==> config.mk <==
export PLATFORM = sky130hd
export DESIGN_NAME = iwrite_controller
export DESIGN_NICKNAME = d
export VERILOG_FILES = /design/src/rtl/iwrite_controller.sv
export SDC_FILE = /design/constraint.sdc
export NUM_CORES = 1
export LEC_CHECK = 0
export CAP_MARGIN = 5
export CORE_AREA = 5 5 231 233
export CTS_BUF_LIST = sky130_fd_sc_hd__clkbuf_2 sky130_fd_sc_hd__clkbuf_4 sky130_fd_sc_hd__clkbuf_8
export DETAILED_ROUTE_END_ITERATION = 7
export DIE_AREA = 0 0 236 238
export GPL_ROUTABILITY_DRIVEN = 0
export PLACE_DENSITY = 0.91
export SLEW_MARGIN = 15
export SYNTH_ARGS = -nofsm -noshare
export SYNTH_HDL_FRONTEND = slang
export SYNTH_SLANG_ARGS = --single-unit
==> constraint.sdc <==
create_clock -name clk -period 2.5 [get_ports clk]
set_input_delay 0.375 -clock clk [delete_from_list [all_inputs] [get_ports clk]]
set_output_delay 0.375 -clock clk [all_outputs]
set_load 0.05 [all_outputs]
==> src/rtl/iwrite_controller.sv <==
// Activation write controller: round-robin IBRAM bank writer with ping-pong halves and layer-param table.
// Optional build macro IWRITE_STALL_CNT_EN adds the stall_cycles output counter.
`timescale 1ns/1ps
module iwrite_controller #(
   parameter int NUM_BANKS   = 4,
   parameter int WRITE_WIDTH = 64,
   parameter int WRITE_DEPTH = 512,
   parameter int PARAM_WIDTH = 32,
   parameter int PARAM_DEPTH = 16
) (
   input  logic                                          clk,
   input  logic                                          rst_n,
   input  logic [WRITE_WIDTH-1:0]                        s_act_data,
   input  logic                                          s_act_valid,
   input  logic                                          s_act_last,
   output logic                                          s_act_ready,
   output logic [NUM_BANKS-1:0]                          enaA,
   output logic [NUM_BANKS-1:0]                          weA,
   output logic [$clog2(WRITE_DEPTH):0]                  addrA_ping_pong,
   output logic [WRITE_WIDTH-1:0]                        diA,
   output logic [NUM_BANKS*($clog2(WRITE_DEPTH)+1)-1:0]  write_addr_pingpong_data,
   input  logic                                          buf_release,
   output logic                                          err_release,
`ifdef IWRITE_STALL_CNT_EN
   output logic [31:0]                                   stall_cycles,
`endif
   input  logic                                          cfg_wr_en,
   input  logic [$clog2(PARAM_DEPTH)-1:0]                cfg_wr_addr,
   input  logic [PARAM_WIDTH-1:0]                        cfg_wr_data,
   input  logic [PARAM_WIDTH-1:0]                        param_addr_rd,
   input  logic                                          param_addr_valid_rd,
   output logic                                          param_addr_ready_rd,
   output logic [PARAM_WIDTH-1:0]                        param_data_rd,
   output logic                                          param_data_valid_rd,
   input  logic                                          param_data_ready_rd
);

   localparam int AW = $clog2(WRITE_DEPTH);
   localparam int BW = (NUM_BANKS > 1) ? $clog2(NUM_BANKS) : 1;
   localparam int PA = $clog2(PARAM_DEPTH);

   typedef enum logic {FILL, FULL_WAIT} state_t;

   state_t          state_q, state_d;
   logic [BW-1:0]   bank_sel_q;
   logic [AW-1:0]   addr_q;
   logic            pp_q;
   logic [1:0]      halves_q;
   logic            done_q;
   logic [AW:0]     ptr_q [NUM_BANKS];
   logic            acc, done, rel_ok;

   assign acc    = s_act_valid & s_act_ready;
   assign done   = acc & (s_act_last |
                   ((bank_sel_q == BW'(NUM_BANKS-1)) &&
                    (addr_q == AW'(WRITE_DEPTH-1))));
   assign rel_ok = buf_release & (halves_q != 2'd0);

   always_ff @(posedge clk or negedge rst_n) begin
      if (!rst_n) state_q <= FILL;
      else        state_q <= state_d;
   end

   always_comb begin
      state_d = state_q;
      unique case (state_q)
         FILL:      if (done && !rel_ok && halves_q == 2'd1)
                       state_d = FULL_WAIT;
         FULL_WAIT: if (rel_ok) state_d = FILL;
         default:   state_d = FILL;
      endcase
   end

   always_comb begin
      s_act_ready = (state_q == FILL);
   end

   // Bank/address walk and the registered port-A write.
   always_ff @(posedge clk or negedge rst_n) begin
      if (!rst_n) begin
         bank_sel_q      <= '0;
         addr_q          <= '0;
         pp_q            <= 1'b0;
         enaA            <= '0;
         addrA_ping_pong <= '0;
         diA             <= '0;
         done_q          <= 1'b0;
      end else begin
         done_q <= done;
         if (acc) begin
            enaA            <= NUM_BANKS'(1) << bank_sel_q;
            addrA_ping_pong <= {addr_q, pp_q};
            diA             <= s_act_data;
         end else begin
            enaA <= '0;
         end
         if (done) begin
            pp_q       <= ~pp_q;
            addr_q     <= '0;
            bank_sel_q <= '0;
         end else if (acc) begin
            if (bank_sel_q == BW'(NUM_BANKS-1)) begin
               bank_sel_q <= '0;
               addr_q     <= addr_q + AW'(1);
            end else begin
               bank_sel_q <= bank_sel_q + BW'(1);
            end
         end
      end
   end

   assign weA = enaA;

   // Pointers follow the registered write, so they never lead the data.
   always_ff @(posedge clk or negedge rst_n) begin
      if (!rst_n) begin
         for (int b = 0; b < NUM_BANKS; b++) ptr_q[b] <= '0;
      end else begin
         for (int b = 0; b < NUM_BANKS; b++) begin
            if (done_q)
               ptr_q[b] <= {pp_q, {AW{1'b0}}};
            else if (enaA[b])
               ptr_q[b] <= {addrA_ping_pong[0],
                            addrA_ping_pong[AW:1] + AW'(1)};
         end
      end
   end

   always_comb begin
      write_addr_pingpong_data = '0;
      for (int b = 0; b < NUM_BANKS; b++)
         write_addr_pingpong_data[b*(AW+1) +: AW+1] = ptr_q[b];
   end

   always_ff @(posedge clk or negedge rst_n) begin
      if (!rst_n) begin
         halves_q    <= 2'd0;
         err_release <= 1'b0;
      end else begin
         if (buf_release && halves_q == 2'd0) err_release <= 1'b1;
         unique case ({done, rel_ok})
            2'b10:   halves_q <= halves_q + 2'd1;
            2'b01:   halves_q <= halves_q - 2'd1;
            default: halves_q <= halves_q;
         endcase
      end
   end

`ifdef IWRITE_STALL_CNT_EN
   always_ff @(posedge clk or negedge rst_n) begin
      if (!rst_n)
         stall_cycles <= '0;
      else if (s_act_valid && !s_act_ready && stall_cycles != '1)
         stall_cycles <= stall_cycles + 32'd1;
   end
`endif

   logic [PARAM_WIDTH-1:0] ptab_q [PARAM_DEPTH];
   logic                   unused_addr_bits;
   logic                   rd_hs;

   assign unused_addr_bits    = ^param_addr_rd[PARAM_WIDTH-1:PA];
   assign param_addr_ready_rd = ~param_data_valid_rd | param_data_ready_rd;
   assign rd_hs               = param_addr_valid_rd & param_addr_ready_rd;

   always_ff @(posedge clk or negedge rst_n) begin
      if (!rst_n) begin
         for (int i = 0; i < PARAM_DEPTH; i++) ptab_q[i] <= '0;
      end else if (cfg_wr_en) begin
         ptab_q[cfg_wr_addr] <= cfg_wr_data;
      end
   end

   // Read sees the pre-edge table, so a same-cycle write returns old data.
   always_ff @(posedge clk or negedge rst_n) begin
      if (!rst_n) begin
         param_data_rd       <= '0;
         param_data_valid_rd <= 1'b0;
      end else if (rd_hs) begin
         param_data_rd       <= ptab_q[param_addr_rd[PA-1:0]];
         param_data_valid_rd <= 1'b1;
      end else if (param_data_ready_rd) begin
         param_data_valid_rd <= 1'b0;
      end
   end

endmodule

# Word level (Yosys, flattened, before mapping)
# Cells that the tools add are included.
[op_classes] div_mod_pow=0 muxes=27 n_eq_ne=5 shift=1 bitwise_logic=11 mul=0 n_reduce_logical=17 addsub=5 n_lt_le_gt_ge=3
[ops] op="$bwmux W512" n=1
[ops] op="$bmux W32 S4" n=1
[ops] op="$demux W32 S4" n=1
[ops] op="$mux W32" n=3
[ops] op="$mux W10" n=8
[ops] op="$mux W9" n=3
[ops] op="$add A9 B1 Y9 const B" n=2
[ops] op="$reduce_bool A2 Y1" n=9
[ops] op="$ge A5 B5 Y1 const B" n=2
[ops] op="$not A4 Y5" n=2
[ops] op="$eq A9 B9 Y1 const B" n=1
[ops] op="$mux W2" n=3
[ops] op="$logic_and A1 B1 Y1" n=5
[ops] op="$lt A5 B1 Y1 const B" n=1
[ops] op="$add A2 B1 Y2 const B" n=2
[ops] op="$and A1 B1 Y1" n=4
[ops] op="$eq A2 B1 Y1 const B" n=2
[ops] op="$eq A2 B2 Y1 const B" n=2
[ops] op="$mux W1" n=4
[ops] op="$mux W4" n=1
[ops] op="$pmux W2 S2" n=1
[ops] op="$shl A1 B2 Y4 const A" n=1
[ops] op="$not A1 Y1" n=3
[ops] op="$logic_not A2 Y1" n=1
[ops] op="other kinds (5)" n=6
[word_totals] mem_count=0 rom_bits=0 ff_bits=680 latch_bits=0 out_inout_bits=158 elab_cells=101 mem_bits_rw=0 inputBits=140

# Logic depth before layout (Yosys ltp)
# Gate-level depths: netlist of run 1.
[logic_depth] depth_word=8 mapped_depth=11 mapped_depth_nobuf=11

# Worst setup path before layout of run 1
# Ideal clock, no wire load.
[synth_timing] path_kind="reg2reg" from="register addr_q[0]" to="register halves_q[1]" arrival_ns=2.054 synth_period_minus_slack_ns=2.137 setup_ns=0.083 path_buffers=0 required_time_ns=2.417 path_slack_ns=0.363 path_stages_with_launch=12 path_cell_list="dfrtp_1 ha_1 nand2_1 nor2_1 and3_1 ha_1 a21oi_1 nor2_1 inv_1 ha_1 xnor2_1 o21ai_0"
[synth_via] elab_chain_len=6 word_cells_on_any_way=8 classes_between="eq/ne: 3; mux: 1; bitwise: 2; reduce/logical: 2"
[synth_rtl] item="start, declared" line_no="46" rtl="logic [AW-1:0] addr_q;"
[synth_rtl] item="start signal, assigned" line_no="104" rtl="addr_q <= addr_q + AW'(1);"
[synth_rtl] item="$eq A9 B9 Y1 (*)" line_no="56" rtl="(addr_q == AW'(WRITE_DEPTH-1))));"
[synth_rtl] item="$logic_and A1 B1 Y1 (*)" line_no="55" rtl="((bank_sel_q == BW'(NUM_BANKS-1)) &&"
[synth_rtl] item="$or A1 B1 Y1 (*)" line_no="54" rtl="assign done = acc & (s_act_last |"
[synth_rtl] item="$and A1 B1 Y1 (*)" line_no="54"
[synth_rtl] item="via done" line_no="51" rtl="logic acc, done, rel_ok;"
[synth_rtl] item="$eq A2 B1 Y1 / $eq A2 B2 Y1 (equally long branches)" line_no="141" rtl="unique case ({done, rel_ok})"
[synth_rtl] item="$pmux W2 S2 / $reduce_bool A2 Y1 (equally long branches)"
[synth_rtl] item="end signal, assigned" line_no="142" rtl="2'b10: halves_q <= halves_q + 2'd1;"
[synth_rtl] item="end signal, assigned" line_no="143" rtl="2'b01: halves_q <= halves_q - 2'd1;"
[synth_rtl] item="end signal, assigned" line_no="144" rtl="default: halves_q <= halves_q;"
[synth_rtl] item="end, declared" line_no="48" rtl="logic [1:0] halves_q;"
# The timed path passes the listed nets; every way through them passes the cells marked *.
# A chain may end at the register's enable or synchronous reset.

# Final worst setup path of run 1
[layout_timing] from="register enaA[3]" to="output enaA[3]"
[layout_rtl] item="start, declared" line_no="17" rtl="output logic [NUM_BANKS-1:0] enaA,"
[layout_rtl] item="start signal, assigned" line_no="91" rtl="enaA <= NUM_BANKS'(1) << bank_sel_q;"
# No word-level cell between the ends.

==> results of run 1 <==
## worst paths after layout
check | to | startpoint | cells past startpoint | slack, ns
setup / recovery | enaA[3] | enaA[3] | 1 | 0.04
hold / removal | diA[8] | s_act_data[8] | 3 | 0.20
setup reg to reg | halves_q[1] | addr_q[0] | 11 | 0.16
hold reg to reg | err_release | err_release | 1 | 0.47
max in group asynchronous | ptab_q[169] | rst_n | 3 | 1.41
min in group asynchronous | ptab_q[439] | rst_n | 2 | 0.21
## area by class of cell
cell class	instances	area, um^2
flip-flops and latches	680	17020
clock buffers	167	2136
clock inverters	15	100.1
repair buffers	353	3712
fillers	2952	15150
multi-input cells	1251	11970
inverters	12	45.04
well taps	680	850.8
diodes	3	7.507
## state kept, by name (all words and copies together), names as in the netlist, 2 cells and up
register and cells:
ptab_q 512, diA 64, write_addr_pingpong_data 40, param_data_rd 32
addrA_ping_pong 10, addr_q 9, enaA 4, bank_sel_q 2
halves_q 2
## Yosys cell counts, types with 2 or more instances
| library cell | n |
|---|---|
| mux4_2 | 97 |
| a22o_1 | 11 |
| mux2i_1 | 72 |
| buf_6 | 5 |
| o21ai_0 | 17 |
| dfrtp_1 | 680 |
| buf_2 | 58 |
| or3_1 | 5 |
| nor2b_1 | 8 |
| mux2_2 | 541 |
| a32o_1 | 2 |
| o211ai_1 | 30 |
| xnor2_1 | 10 |
| nand4_1 | 2 |
| o31ai_1 | 2 |
| and2_1 | 4 |
| nor3b_1 | 2 |
| buf_1 | 10 |
| ha_1 | 11 |
| mux2_1 | 7 |
| buf_4 | 10 |
| a21oi_1 | 8 |
| nor4_1 | 2 |
| a22oi_1 | 63 |
| a211oi_1 | 16 |
| and3_1 | 3 |
| nand3_1 | 8 |
| nand2b_1 | 4 |
| nor3_1 | 4 |
| nand2_1 | 263 |
| inv_1 | 12 |
| nor2_1 | 51 |
| clkbuf_1 | 85 |
| nand3b_1 | 4 |
## logic make-up after synthesis
kind of cell,after synthesis
muxes,717
DFF,680
and+or+nand+nor,361
buffers and inverters,180
AOI/OAI and AO/OA,151
xor gates and xnor gates,11
adders and majority gates,11
## routing by layer
metal  global-route usage [%]  part of all wire, %
met1                    36.04                   39
met2                    46.34                   50
met3                    5.213                  6.4
met4                    12.40                  4.7
met5                        0                0.027
## power breakdown
group          internal, mW  switching (mW)
clock                  5.39            4.32
sequential             13.7            1.71
combinational          4.41            5.68
total                  23.5            11.7
## what timing repair did
| action | 4_1_cts | 5_1_grt |
|---|---|---|
| gates cloned | 0 | 0 |
| resized for setup | 1 | 2 |
| hold buffers | 1 | 0 |
| hold endpoints to repair | 144 | 0 |
| setup endpoints to repair | 1 | 1 |
| setup buffers | 0 | 1 |
==> metrics.yaml, run 1 <==
floorplanning:
  dieHeight_um: 238
  die_area_mm2: 0.05617
  start_util_pct: 58.27
  num_rows: 83
  fp.coreArea_mm2: 0.05099
  die_w_um: 236
  pin_count: 298
clocking:
  clock_sinks: 680
  clk_pin_slew_ns: 0.06
  cts_tree: "done"
  cts-root-buf: "clkbuf_8"
  clockBufferDepth: 3
  h-tree-depth: 3
  numCtsBuffers: 105
  clock_latency_ns: 0.71
synth:
  synth_simple_gate_area_share_pct: 4.952
  syn_area_per_cell_um2: 14.07
  ys_ff_latch: 680
  netlist_top_cells_area: "dfrtp_1, mux2_2, mux4_2"
  synth_xor_area_share_pct: 0.3243
  synthAdderAreaFrac_pct: 0.4632
  synth-edff-count: 0
  synth_cell_types: 38
  async_flop_share_pct: 100.0
  synthesis.nets: 2262
  synth_top_area_share_pct: 57.27
  synthFlopType: "dfrtp_1"
  yosys.area.top_type: "dfrtp_1"
  synthCells: 2111
  netlist_area_mm2: 0.02971
  synth_compound_area_share_pct: 3.668
  yosysSeqAreaShare_pct: 57.27
  synth_top_family_by_area: "multiplexers"
  synthMuxAreaShare_pct: 30.55
  ys_warn_count: 0
setup_path:
  slowest_delay_ns: 0.87
  crit_fanout: 6
  cp_num_buf_inv: 1
  path_class: "reg -> out"
  setup.worst_path.start_class: "register"
  crit_arrival_ns: 2.09
  crit_family: "buffers and inverters"
  endpoint_kind: "primary output"
  cp_cell_sequence: "clkdlybuf4s50_1"
  crit_slowest_cell: "clkdlybuf4s50_1"
  cp_data_required_time_ns: 2.12
detailed_routing:
  dr.pass1.iters: 5
  wl_per_cell_um: 24.56
  route.detailed.drc: 0
  vias_per_cell: 6.192
  wirelength_um: 77650
  ant_nets: 0
  num_vias: 19570
  drt-initial-drc-count: 1591
global_routing:
  overflow: 0
  globalRouteTotalUtil_pct: 27.78
  first_global_vias: 21480
  grt_pass1_wl_um: 124200
  grt_max_degree: 90
  antenna_found_initial: 5
job:
  max_cap_viol_count: 0
cells_and_area:
  layout_common_cells: "dfrtp_1, mux2_2, clkdlybuf4s50_1, nand2_1, clkbuf_8"
  stdcell_count: 3161
  final_net_count: 2554
  syn_to_final_growth_pct: 20.61
  layout_commonest_cell: "dfrtp_1"
  final_util_pct: 70.28
  final_area_mm2: 0.03584
  drive_above_1_share_pct: 37.49
sta:
  maxSlewHeadroom_pct: 55.18
  clock-skew-final_ns: 0.03675
  hold_viol: 0
  finalSetupViolations: 0
  fin_tns_setup_ns: 0
  period_share_pct: 98.42
  fmaxAchievable_mhz: 406.4
  fin_hold_ws_ns: 0.2016
  finalCriticalPeriod_ns: 2.460
  slew_viol_final: 0
  final.setup.worst_slack_ns: 0.03961
  worstMarginPinSlew_ns: 0.6703
  rsz0062_at_grt: "no"
hold_path:
  hp-class: "in -> reg"
placement:
  placed_cell_area_mm2: 0.03357
  dp_cells: 2974
  place_ws_ns: 0.1693
  hpwl_um: 48240
  port_buffers: 269
pwr:
  p_leak_nw: 15.88
  power.total_mw: 35.22
  power_density_mw_per_mm2: 982.9
  vdd_drop_max_uv: 856.4
status:
  status: "complete, no violations"
(Power assumes the default switching activity.)
==> run 2, diff against run 1 <==
Settings changed: GPL_TIMING_DRIVEN from default to 0.
==> metrics.yaml, run 2 (synthesized netlist as in run 1, its figures left out) <==
global_routing:
  globalRouteTotalUtil_pct: 28.67  # +0.89 points
  antenna_found_initial: 9  # +4
  grt_pass1_wl_um: 126900  # +2.2%
  first_global_vias: 22190  # +3.3%
  overflow: 0  # unchanged
  grt_max_degree: 120  # +33%
hold_path:
  hp-class: "in -> reg"
job:
  max_cap_viol_count: 0  # unchanged
placement:
  place_ws_ns: -0.6389  # -0.8081 ns
  port_buffers: 265  # -1.5%
  hpwl_um: 53700  # +11%
  dp_cells: 3062  # +3.0%
clocking:
  numCtsBuffers: 109  # +3.8%
  clk_pin_slew_ns: 0.07  # about the same
  clock_sinks: 680  # unchanged
  cts-root-buf: "clkbuf_8"
  clockBufferDepth: 3  # unchanged
  cts_tree: "done"
  h-tree-depth: 3  # unchanged
  clock_latency_ns: 0.72  # about the same
pwr:
  seqPwrFrac_pct: 42.0  # -1.8 points
  sw_frac_of_total_pct: 32.89  # -0.32 points
  power_switching_mw: 12.14  # +3.8%
  vdd_drop_max_uv: 853.6  # -0.32%
  power.internal_mw: 24.77  # +5.3%
  power_frac_comb_pct: 27.4  # -1.2 points
  p_clk_share_pct: 30.6  # +3.1 points
  power_density_mw_per_mm2: 1023  # +4.1%
  p_leak_nw: 16.11  # +1.4%
setup_path:
  cp_data_required_time_ns: 2.12  # about the same
  crit_arrival_ns: 2.09  # about the same
  path_class: "reg -> out"
  slowest_delay_ns: 0.88  # about the same
  cp_num_buf_inv: 1  # unchanged
  regToRegSetupSlack_ns: 0.15  # about the same
  crit_fanout: 3  # -3
  endpoint_kind: "primary output"
  setup.worst_path.start_class: "register"
  cp_cell_sequence: "clkdlybuf4s50_1"
  crit_family: "buffers and inverters"
  crit_slowest_cell: "clkdlybuf4s50_1"
status:
  status: "complete, no violations"
cells_and_area:
  fillCellCount: 3010  # +2.0%
  final_net_count: 2648  # +3.7%
  largest_reg_flops: 512  # unchanged
  drive_above_1_share_pct: 35.88  # -1.6 points
  stdcell_count: 3275  # +3.6%
  layout_commonest_cell: "dfrtp_1"
  regMostFlops: "ptab_q"
  layout_common_cells: "dfrtp_1, mux2_2, nand2_1, clkdlybuf4s50_1, clkbuf_8"
  syn_to_final_growth_pct: 21.43
  final_util_pct: 70.76  # +0.48 points
sta:
  period_share_pct: 98.55  # +0.13 points
  clock-skew-final_ns: 0.03893  # +0.002177 ns
  rsz0062_at_grt: "no"
  fmaxAchievable_mhz: 405.9  # -0.14%
  finalSetupViolations: 0  # unchanged
  final.setup.worst_slack_ns: 0.03627  # -0.003331 ns
  slew_viol_final: 0  # unchanged
  finalCriticalPeriod_ns: 2.464  # +0.003331 ns
  worstMarginPinSlew_ns: 1.198  # +0.5275 ns
  maxSlewHeadroom_pct: 20.15  # -35 points
  hold_viol: 0  # unchanged
floorplanning:
  die_w_um: 236  # unchanged
  pin_count: 298  # unchanged
  num_rows: 83  # unchanged
  start_util_pct: 58.27  # unchanged
  die_area_mm2: 0.05617  # unchanged
  fp.coreArea_mm2: 0.05099  # unchanged
  dieHeight_um: 238  # unchanged
detailed_routing:
  route.detailed.drc: 0  # unchanged
  wl_met3_um: 5788  # +16%
  wl_met2_um: 40550  # +4.2%
  wirelength_um: 81240  # +4.6%
  wl_per_cell_um: 24.81  # +0.99%
  dr.pass1.iters: 6  # +1
  drt-initial-drc-count: 1801  # +13%
  top_layer_used: "met5"
  num_vias: 20180  # +3.1%
  wl_met1_um: 30760  # +2.3%
  ant_nets: 0  # unchanged
  vias_per_cell: 6.162  # -0.48%
[run 2: changes by cell type in the layout (fill, tap and decap cells not counted), moves of 4 or more]
cell | before | now
buf_4 | 53 | 13
clkbuf_1 | 0 | 84
nor2_1 | 41 | 49
buf_12 | 31 | 0
dlygate4sd2_1 | 1 | 10
clkinv_2 | 10 | 17
buf_1 | 0 | 10
clkdlybuf4s50_1 | 263 | 253
buf_16 | 0 | 6
clkbuf_8 | 141 | 145
nor2_4 | 9 | 1
bufinv_16 | 0 | 11
buf_2 | 1 | 58
[run 2: power groups by stage]
stage / logic, mW / clock network [mW] / registers, mW
after floorplan: 4.37 / 0 / 17.5
after global placement: 9.60 / 0 / 15.4
after detailed placement: 10.0 / 0 / 15.5
after CTS: 10.1 / 11.3 / 15.4
after global routing: 10.7 / 11.9 / 15.7
final: 10.1 / 11.3 / 15.5
[run 2: final cells by class]
| cell class | instances | area (um^2) | area share [%] |
|---|---|---|---|
| diodes | 6 | 15.01 | 0.04162 |
| plain buffers | 168 | 779.5 | 2.161 |
| clock buffers | 169 | 2176 | 6.031 |
| clock inverters | 34 | 464.2 | 1.287 |
| inverters | 12 | 45.04 | 0.1248 |
| multi-input cells | 1251 | 11890 | 32.95 |
| flip-flops and latches | 680 | 17020 | 47.16 |
| well taps | 680 | 850.8 | 2.358 |
| repair buffers | 275 | 2845 | 7.886 |
[run 2: final timing paths]
path                               startpoint                      endpoint  depth (start not counted)
max reg2reg                         addr_q[0]                   halves_q[1]                         11
max in group asynchronous               rst_n                   ptab_q[143]                          5
min                            s_act_data[38]                       diA[38]                          3
min reg2reg                       err_release                   err_release                          1
min in group asynchronous               rst_n  write_addr_pingpong_data[16]                          2
max                        addrA_ping_pong[9]            addrA_ping_pong[9]                          1
[run 2: per-stage QoR]
step	hold slack (ns)	cell area, um^2	power, mW	TNS, ns
3_3_place_gp	0.4454	33210	24.96	-
2_1_floorplan	0.07941	29710	21.83	0
3_5_place_dp	0.3894	33380	25.55	-26.04
6_report	0.1768	36080	36.91	0
5_1_grt	0.1714	36080	38.31	0
4_1_cts	0.1397	36030	36.88	0
[run 2: what timing repair did]
item	in CTS	in global routing
setup endpoints to repair	13	13
gates resized for setup	12	5
hold endpoints to repair	71	0
pin swaps	0	1
setup buffers	0	3
hold buffers	1	0
[run 2: layer usage]
layer | track usage [%] | up-vias
li1 | - | 8359
met1 | 36.40 | 10510
met2 | 47.82 | 1026
met3 | 5.687 | 278
met4 | 14.06 | 6
met5 | 0 | -
